### src/rtl/aes_pkg.sv
`default_nettype none
// ============================================================================
// Module   : aes_pkg
// Purpose  : Shared AES key-schedule definitions: key-length encodings,
//            Nk/Nr lookups, FSM state type, S-box and GF(2^8) xtime.
// Revision : 1.0 - initial release
// ============================================================================
package aes_pkg;

    // Key-length encodings as presented on key_len_i
    localparam logic [1:0] KEYLEN_128 = 2'd0;
    localparam logic [1:0] KEYLEN_192 = 2'd1;
    localparam logic [1:0] KEYLEN_256 = 2'd2;

    // Sequencer states
    typedef enum logic [0:0] {
        ST_IDLE = 1'b0,
        ST_GEN  = 1'b1
    } state_t;

    // Forward S-box, entry 0x00 in the most significant byte
    localparam logic [2047:0] c_SBOX_TABLE = {
        128'h637c777bf26b6fc53001672bfed7ab76,
        128'hca82c97dfa5947f0add4a2af9ca472c0,
        128'hb7fd9326363ff7cc34a5e5f171d83115,
        128'h04c723c31896059a071280e2eb27b275,
        128'h09832c1a1b6e5aa0523bd6b329e32f84,
        128'h53d100ed20fcb15b6acbbe394a4c58cf,
        128'hd0efaafb434d338545f9027f503c9fa8,
        128'h51a3408f929d38f5bcb6da2110fff3d2,
        128'hcd0c13ec5f974417c4a77e3d645d1973,
        128'h60814fdc222a908846eeb814de5e0bdb,
        128'he0323a0a4906245cc2d3ac629195e479,
        128'he7c8376d8dd54ea96c56f4ea657aae08,
        128'hba78252e1ca6b4c6e8dd741f4bbd8b8a,
        128'h703eb5664803f60e613557b986c11d9e,
        128'he1f8981169d98e949b1e87e9ce5528df,
        128'h8ca1890dbfe6426841992d0fb054bb16
    };

    // Byte substitution; ~x selects the byte counted from the MSB end
    function automatic logic [7:0] sbox(input logic [7:0] x);
        logic [10:0] idx;
        idx = {~x, 3'b000};
        return c_SBOX_TABLE[idx +: 8];
    endfunction

    // Multiply by x in GF(2^8) modulo 0x11B
    function automatic logic [7:0] xtime(input logic [7:0] a);
        return {a[6:0], 1'b0} ^ (a[7] ? 8'h1b : 8'h00);
    endfunction

    // Key length in 32-bit words
    function automatic logic [3:0] nk_of(input logic [1:0] len);
        case (len)
            KEYLEN_192: return 4'd6;
            KEYLEN_256: return 4'd8;
            default:    return 4'd4;
        endcase
    endfunction

    // Number of rounds
    function automatic logic [3:0] nr_of(input logic [1:0] len);
        case (len)
            KEYLEN_192: return 4'd12;
            KEYLEN_256: return 4'd14;
            default:    return 4'd10;
        endcase
    endfunction

endpackage
`default_nettype wire

### src/rtl/aes_sub_word.sv
`default_nettype none
// ============================================================================
// Module   : aes_sub_word
// Purpose  : Purely combinational SubWord - four parallel S-box lookups.
// Revision : 1.0 - initial release
// ============================================================================
module aes_sub_word (
    input  logic [31:0] i_word,
    output logic [31:0] o_word
);
    import aes_pkg::*;

    // One S-box per byte lane
    for (genvar k = 0; k < 4; k++) begin : g_sbox
        assign o_word[8*k +: 8] = sbox(i_word[8*k +: 8]);
    end

endmodule
`default_nettype wire

### src/rtl/aes_key_expansion_seq.sv
`default_nettype none
// ============================================================================
// Module   : aes_key_expansion_seq
// Purpose  : Iterative AES-128/192/256 key schedule. One 32-bit schedule word
//            per cycle through a single shared SubWord unit; words are packed
//            into 128-bit round keys and streamed on a valid/ready port.
// Revision : 1.0 - initial release
// ============================================================================
module aes_key_expansion_seq #(
    parameter bit ENABLE_192 = 1'b1,
    parameter bit ENABLE_256 = 1'b1
) (
    input  logic         clk_i,
    input  logic         rst_i,
    input  logic         start_i,
    input  logic [1:0]   key_len_i,
    input  logic [255:0] key_i,
    output logic [127:0] rk_o,
    output logic [3:0]   rk_idx_o,
    output logic         rk_last_o,
    output logic         rk_valid_o,
    input  logic         rk_ready_i,
    output logic         busy_o,
    output logic         done_o,
    output logic         err_o
);
    import aes_pkg::*;

    // ------------------------------------------------------------------
    // State
    // ------------------------------------------------------------------
    state_t         r_state;
    state_t         w_state_nxt;

    logic [1:0]     r_mode;
    logic [255:0]   r_key;
    logic [5:0]     r_cnt;      // schedule word index i
    logic [2:0]     r_kmod;     // i mod Nk
    logic [7:0]     r_rcon;
    logic [31:0]    r_win [0:7];// newest word at position 0
    logic [31:0]    r_lane0;
    logic [31:0]    r_lane1;
    logic [31:0]    r_lane2;

    logic [127:0]   r_rk;
    logic [3:0]     r_rk_idx;
    logic           r_rk_last;
    logic           r_rk_valid;
    logic           r_done;
    logic           r_err;

    // ------------------------------------------------------------------
    // Combinational datapath
    // ------------------------------------------------------------------
    logic           w_mode_legal;
    logic           w_load;
    logic           w_err;
    logic           w_finish;
    logic           w_accept;
    logic           w_stall;
    logic           w_gen_en;
    logic [3:0]     w_nk;
    logic [3:0]     w_nr;
    logic [2:0]     w_nk_m1;
    logic [5:0]     w_cnt_end;
    logic           w_in_key;
    logic           w_rot_slot;
    logic           w_sub_slot;
    logic [31:0]    w_prev;
    logic [31:0]    w_back;
    logic [31:0]    w_sub_in;
    logic [31:0]    w_sub_out;
    logic [31:0]    w_temp;
    logic [31:0]    w_key_word;
    logic [31:0]    w_word;
    logic [2:0]     w_kmod_nxt;

    assign w_nk       = nk_of(r_mode);
    assign w_nr       = nr_of(r_mode);
    assign w_nk_m1    = w_nk[2:0] - 3'd1;          // 4->3, 6->5, 8->7
    assign w_cnt_end  = {w_nr + 4'd1, 2'b00};      // total words 4*(Nr+1)
    assign w_in_key   = (r_cnt < {2'b00, w_nk});
    assign w_accept   = r_rk_valid & rk_ready_i;

    // Only the word that completes a round key must wait for the consumer
    assign w_stall    = (r_cnt[1:0] == 2'd3) & r_rk_valid & ~rk_ready_i;
    assign w_gen_en   = (r_state == ST_GEN) & (r_cnt != w_cnt_end) & ~w_stall;

    assign w_prev     = r_win[0];
    assign w_back     = r_win[w_nk_m1];
    assign w_rot_slot = (r_kmod == 3'd0);
    assign w_sub_slot = (w_nk == 4'd8) & (r_kmod == 3'd4);

    // RotWord is applied ahead of the shared SubWord only on the Nk boundary
    assign w_sub_in   = w_rot_slot ? {w_prev[23:0], w_prev[31:24]} : w_prev;

    aes_sub_word u_sub_word (
        .i_word (w_sub_in),
        .o_word (w_sub_out)
    );

    // Select the transform applied to w[i-1]
    always_comb begin
        w_temp = w_prev;
        if (w_rot_slot) begin
            w_temp = w_sub_out ^ {r_rcon, 24'h000000};
        end else if (w_sub_slot) begin
            w_temp = w_sub_out;
        end
    end

    // Key word i sits at bits [255-32i -: 32]; ~i[2:0] is 7-i
    assign w_key_word = r_key[{~r_cnt[2:0], 5'b00000} +: 32];
    assign w_word     = w_in_key ? w_key_word : (w_back ^ w_temp);
    assign w_kmod_nxt = (r_kmod == w_nk_m1) ? 3'd0 : r_kmod + 3'd1;

    // Decode whether the requested key length is built into this instance
    always_comb begin
        case (key_len_i)
            KEYLEN_128: w_mode_legal = 1'b1;
            KEYLEN_192: w_mode_legal = ENABLE_192;
            KEYLEN_256: w_mode_legal = ENABLE_256;
            default:    w_mode_legal = 1'b0;
        endcase
    end

    // ------------------------------------------------------------------
    // FSM
    // ------------------------------------------------------------------

    // State register
    always_ff @(posedge clk_i) begin
        if (rst_i) begin
            r_state <= ST_IDLE;
        end else begin
            r_state <= w_state_nxt;
        end
    end

    // Next-state and control strobes
    always_comb begin
        w_state_nxt = r_state;
        w_load      = 1'b0;
        w_err       = 1'b0;
        w_finish    = 1'b0;
        case (r_state)
            ST_IDLE: begin
                if (start_i) begin
                    if (w_mode_legal) begin
                        w_load      = 1'b1;
                        w_state_nxt = ST_GEN;
                    end else begin
                        w_err       = 1'b1;
                    end
                end
            end
            ST_GEN: begin
                if (w_accept && r_rk_last) begin
                    w_finish    = 1'b1;
                    w_state_nxt = ST_IDLE;
                end
            end
            default: begin
                w_state_nxt = ST_IDLE;
            end
        endcase
    end

    // ------------------------------------------------------------------
    // Schedule datapath registers
    // ------------------------------------------------------------------

    // Latch key on start, then advance one schedule word per enabled cycle
    always_ff @(posedge clk_i) begin
        if (rst_i) begin
            r_mode  <= KEYLEN_128;
            r_key   <= '0;
            r_cnt   <= '0;
            r_kmod  <= '0;
            r_rcon  <= 8'h01;
            r_lane0 <= '0;
            r_lane1 <= '0;
            r_lane2 <= '0;
            for (int k = 0; k < 8; k++) begin
                r_win[k] <= '0;
            end
        end else if (w_load) begin
            r_mode  <= key_len_i;
            r_key   <= key_i;
            r_cnt   <= '0;
            r_kmod  <= '0;
            r_rcon  <= 8'h01;
        end else if (w_gen_en) begin
            r_cnt  <= r_cnt + 6'd1;
            r_kmod <= w_kmod_nxt;
            if (!w_in_key && w_rot_slot) begin
                r_rcon <= xtime(r_rcon);
            end
            r_win[0] <= w_word;
            for (int k = 1; k < 8; k++) begin
                r_win[k] <= r_win[k-1];
            end
            case (r_cnt[1:0])
                2'd0:    r_lane0 <= w_word;
                2'd1:    r_lane1 <= w_word;
                2'd2:    r_lane2 <= w_word;
                default: ;
            endcase
        end
    end

    // Round-key output register and valid/ready handshake; status pulses
    always_ff @(posedge clk_i) begin
        if (rst_i) begin
            r_rk       <= '0;
            r_rk_idx   <= '0;
            r_rk_last  <= 1'b0;
            r_rk_valid <= 1'b0;
            r_done     <= 1'b0;
            r_err      <= 1'b0;
        end else begin
            r_done <= w_finish;
            r_err  <= w_err;
            if (w_gen_en && (r_cnt[1:0] == 2'd3)) begin
                // A load on the accept edge keeps valid asserted
                r_rk       <= {r_lane0, r_lane1, r_lane2, w_word};
                r_rk_idx   <= r_cnt[5:2];
                r_rk_last  <= (r_cnt[5:2] == w_nr);
                r_rk_valid <= 1'b1;
            end else if (w_accept) begin
                r_rk_valid <= 1'b0;
                r_rk_last  <= 1'b0;
            end
        end
    end

    assign rk_o       = r_rk;
    assign rk_idx_o   = r_rk_idx;
    assign rk_last_o  = r_rk_last;
    assign rk_valid_o = r_rk_valid;
    assign busy_o     = (r_state == ST_GEN);
    assign done_o     = r_done;
    assign err_o      = r_err;

endmodule
`default_nettype wire

### config.mk
export PLATFORM = sky130hd
export DESIGN_NAME = aes_key_expansion_seq
export DESIGN_NICKNAME = d
export VERILOG_FILES = /design/src/rtl/aes_pkg.sv /design/src/rtl/aes_sub_word.sv /design/src/rtl/aes_key_expansion_seq.sv
export SDC_FILE = /design/constraint.sdc
export NUM_CORES = 2
export LEC_CHECK = 0
export ABC_AREA = 1
export BUFFER_PORTS_ARGS = -buffer_cell sky130_fd_sc_hd__buf_2
export CORE_ASPECT_RATIO = 2
export CORE_UTILIZATION = 40
export CTS_CLUSTER_SIZE = 24
export DETAILED_ROUTE_END_ITERATION = 12
export HOLD_SLACK_MARGIN = 0.02
export SLEW_MARGIN = 20
export SYNTH_ARGS = -nofsm -noshare
export SYNTH_HDL_FRONTEND = slang
export SYNTH_HIERARCHICAL = 1
export SYNTH_SLANG_ARGS = --single-unit
export TNS_END_PERCENT = 5
### constraint.sdc
create_clock -name clk_i -period 7.95 [get_ports clk_i]
set_input_delay 0.3975 -clock clk_i [delete_from_list [all_inputs] [get_ports clk_i]]
set_output_delay 0.3975 -clock clk_i [all_outputs]
set_load 0.005 [all_outputs]
==> parameters.txt <==
Parameter                              Value

Timing
  Slew Viols, Final    0
  Minimum clock period after layout    6.09 ns
  Summed negative setup slack over all endpoints    0 ns
  Max-Slew Margin vs Limit    5.31%
  Tightest Pin Transition    1.42 ns
  Skew final    0.0567 ns
  Ratio of final minimum period to clock period    76.6%
  RSZ-0062 raised after global routing    no
  # setup viols final    0
  Maximum achievable frequency    0.164 GHz
  Final-report hold violation count    0

Power
  Final Power    12.2 mW
  Switching power    4.89 mW
  Net switching share of the total power    40.2%
  Reg power frac    36.3%
  Power share of the combinational group    33.9%
  Power density over the cells    231 mW/mm^2
  Worst VDD drop    180 uV
  Leakage power    23.6 nW
  Clock network fraction of design power    29.8%
  Int Power    7.27 mW

Synthesis
  Top flip-flop cell by instance count after synthesis    sky130_fd_sc_hd__dfxtp_1
  Register area share after synthesis    39.5%
  Async set-reset flop share out of synthesis    0%
  Area contributors post-synth    sky130_fd_sc_hd__dfxtp_1 (23%), sky130_fd_sc_hd__edfxtp_1 (17%), sky130_fd_sc_hd__nand2_1 (14%)
  Post-synth EDFFs    256
  Syn Inst Count    6,846
  Post-synthesis cell area    0.0452 sq mm
  Area share of the largest cell type after synthesis    22.5%
  Mean instance size in the synthesized netlist    6.60 sq um
  Unique cell type count in the Yosys netlist    39
  Syn. warnings    6
  Cell type contributing the most total cell area after synthesis    sky130_fd_sc_hd__dfxtp_1
  Synthesized netlist net count    7,180
  FF+latch count, synth    764

Die
  Die height    477 microns
  Floorplan core area    0.112 sq mm
  I/O pin cnt    399
  Die footprint    0.114 sq mm
  Placement row count    174
  Effective utilization at floorplan    40.3%
  Chip Width    240 microns

Critical path
  Data required time at the worst endpoint    8.45 ns
  Data arrival time of the critical path    6.59 ns
  Critical-path cell list    inv_1 -> ha_1 -> nand2_4 -> buf_4 -> o21ai_2 -> inv_2 -> nand2_1 -> nand3_1 -> o21ai_0 -> a21oi_1 -> a21oi_1 -> nand2_1 -> nand2_1 -> nand4_1 -> nand3_1 -> nand2_1 -> nand2_1 -> nand3_1 -> a21oi_1
  Nature of the critical path endpoint    flip-flop
  Critical path fanouts, max    38
  Slowest Stage Delay on Critical Path    0.58 ns
  Most common cell on crit path    sky130_fd_sc_hd__nand2_1
  Startpoint class of the critical path    flip-flop
  Critical Path Slowest Stage Cell    sky130_fd_sc_hd__nand3_1
  Worst Setup Path Type    reg2reg
  Worst Reg-to-Reg Cells    19

Placement
  GP Congestion    1.09
  HPWL Detailed    165,000 microns
  IO buf count    398

Clock network
  Clk Latency, worst-skew pair    0.71 ns
  Clock tree buffer depth    3
  Master cell of the clock root buffer    sky130_fd_sc_hd__clkbuf_16
  Sinks on the clock net    764
  H-tree depth    3
  CTS tree    built
  Setup repair bufs after CTS    0
  Cts bufs inserted    71
  Post-CTS clock slew at the launch and capture registers of the worst setup and hold paths    0.07 ns

Min path
  Path type of the worst min-delay path    in2reg
  Cells on Worst Hold Path    3

Routing
  Vias after detailed routing    50,233
  Number of design rule violations left after detail routing    0
  1st-iter DRT viols    4,930
  Number of detailed-route iterations in the first pass    8
  Antenna Violating Nets Remaining    0
  Routed length per placed instance    26.4 microns
  Final routed wirelength across all metal layers    231,000 microns
  Vias per inst    5.74

Global routing
  Total congestion overflow    0
  Wire length of the first global-routing pass    333,000 microns
  Vias in the first global route    48,978
  Antenna violations before repair    14
  GRT Util Overall    40.1%
  Largest net degree at the start of global routing    178

Final layout
  Nets    7,524
  Layout cell share with drive strength beyond 1    9.25%
  Area Overhead vs Synth    16.8%
  Fill cell instance count of the final layout    11,591

Run
  Max cap viols    0

Outcome
  Run status    completed
-- Yosys cell counts (all sizes together), types with 2 or more instances --
cell    instances
a21oi         514
clkinv          5
o21ai         498
nand4          32
clkbuf        214
dfxtp         508
buf           249
xor2            2
ha             72
nand3b          8
nor3            3
nand2        1683
nor4            2
o211ai         99
nor2          651
nand3        1185
inv           841
xnor2          12
a31oi           8
edfxtp        256
-- path summary, 6_finish.rpt --
path	startpoint	end	slack, ns
max	r_kmod[0]$_SDFFE_PP0P_	r_win[0][25]$_SDFFCE_PN0P_	1.86
min	key_i[119]	r_key[119]$_SDFFE_PP0P_	0.05
max reg2reg	r_kmod[0]$_SDFFE_PP0P_	r_win[0][25]$_SDFFCE_PN0P_	1.86
min reg2reg	r_key[255]$_SDFFE_PP0P_	r_key[255]$_SDFFE_PP0P_	0.45
-- stage by stage --
stage          instances  worst slack, ns  hold slack (ns)  utilization, %  instance area (sq um)
2_1_floorplan       6846            0.516            0.414               -                  45200
3_3_place_gp        8369             2.00            0.428            42.7                  47800
3_5_place_dp        8369             2.11            0.431            42.7                  47800
4_1_cts             8741             2.13           0.0229            47.0                  52700
5_1_grt             8747             1.60           0.0613            47.0                  52700
6_report            8752             1.86           0.0514            47.0                  52700
-- power by group through the flow --
stage                     Sequential, mW  Combinational [mW]  Clock, mW
after floorplan                     4.47                2.33          0
after global placement              4.49                3.85          0
after detailed placement            4.50                3.78          0
after CTS                           4.41                3.89       3.66
final                               4.42                4.12       3.62
after global routing                4.44                4.36       3.79
-- sequential cells by signal, summed over array words and instances, names as in the netlist, 2 cells and up --
name and count:
r_cnt 6, r_rcon 8, r_lane1 32, r_mode 2
rk_idx_o 4, r_lane2 32, r_win 256, r_key 256
rk_o 128, r_kmod 3, r_lane0 32
-- cells in the final DEF (no fill, tap or decap), types with 3 or more instances in the layout --
master,count
sky130_fd_sc_hd__clkinv_2,10
sky130_fd_sc_hd__nor3_1,3
sky130_fd_sc_hd__nand3_4,3
sky130_fd_sc_hd__a21oi_1,513
sky130_fd_sc_hd__clkbuf_16,74
sky130_fd_sc_hd__nand2_2,10
sky130_fd_sc_hd__ha_1,71
sky130_fd_sc_hd__o21ai_2,8
sky130_fd_sc_hd__nand3_1,1182
sky130_fd_sc_hd__inv_1,822
sky130_fd_sc_hd__nor2_2,8
sky130_fd_sc_hd__o211ai_1,99
sky130_fd_sc_hd__nand2_4,4
sky130_fd_sc_hd__clkbuf_8,8
sky130_fd_sc_hd__o21ai_1,15
sky130_fd_sc_hd__nand3b_1,8
sky130_fd_sc_hd__buf_2,397
sky130_fd_sc_hd__diode_2,10
sky130_fd_sc_hd__a31oi_1,7
sky130_fd_sc_hd__clkbuf_1,20
sky130_fd_sc_hd__clkinv_1,5
sky130_fd_sc_hd__nor2_1,642
sky130_fd_sc_hd__inv_4,4
sky130_fd_sc_hd__nand2_1,1669
sky130_fd_sc_hd__xnor2_1,12
sky130_fd_sc_hd__bufinv_16,3
sky130_fd_sc_hd__edfxtp_1,256
sky130_fd_sc_hd__clkinv_16,4
sky130_fd_sc_hd__o21ai_0,464
sky130_fd_sc_hd__o21ai_4,11
sky130_fd_sc_hd__nand4_1,32
sky130_fd_sc_hd__dlygate4sd3_1,243
sky130_fd_sc_hd__buf_12,3
sky130_fd_sc_hd__buf_4,89
sky130_fd_sc_hd__dfxtp_1,506
sky130_fd_sc_hd__inv_2,16
-- per-layer routing --
metal  wire length, microns  vias up  part of all wire (%)  GRT usage, %
li1                       -    22899                     -             -
met1                  73800    23559                    32          39.3
met2                 110000     2754                    48          67.0
met3                  17800     1017                   7.7          8.91
met4                  28800        4                    12          42.4
met5                     35        -                 0.015             0
-- cell type report --
type	count	area [sq um]	area share (%)
multi-input cells	4773	22200	42.1
flip-flops and latches	764	17900	33.9
repair buffers	734	5190	9.84
inverters	846	3190	6.05
clock buffers	102	2040	3.86
well taps	1496	1870	3.55
clock inverters	27	379	0.719
diodes	10	25.0	0.0474
-- timing repair --
| item | in CTS | in global routing |
|---|---|---|
| endpoints found under the hold margin | 244 | 0 |
| hold buffers | 243 | 0 |
| resized for setup | 0 | 0 |
-- cell families after synthesis --
logic type                 after synthesis  share of synthesized area (%)
and+or+nand+nor                       3567                           33.4
AOI/OAI and AO/OA                     1120                           13.0
xor gates and xnor gates                14                          0.271
DFF                                    764                           39.5
buffers and inverters                 1309                           11.8
adders and majority gates               72                           1.99
-- critical path, delay by kind of cell, from the launching register on --
kind | cells | cell delay, ns
AOI/OAI and AO/OA | 5 | 1.49
and+or+nand+nor | 10 | 2.61
buffers and inverters | 3 | 0.94
DFF | 1 | 0.33
adders and majority gates | 1 | 0.49
Note: power is estimated with default switching activity, not from simulation.
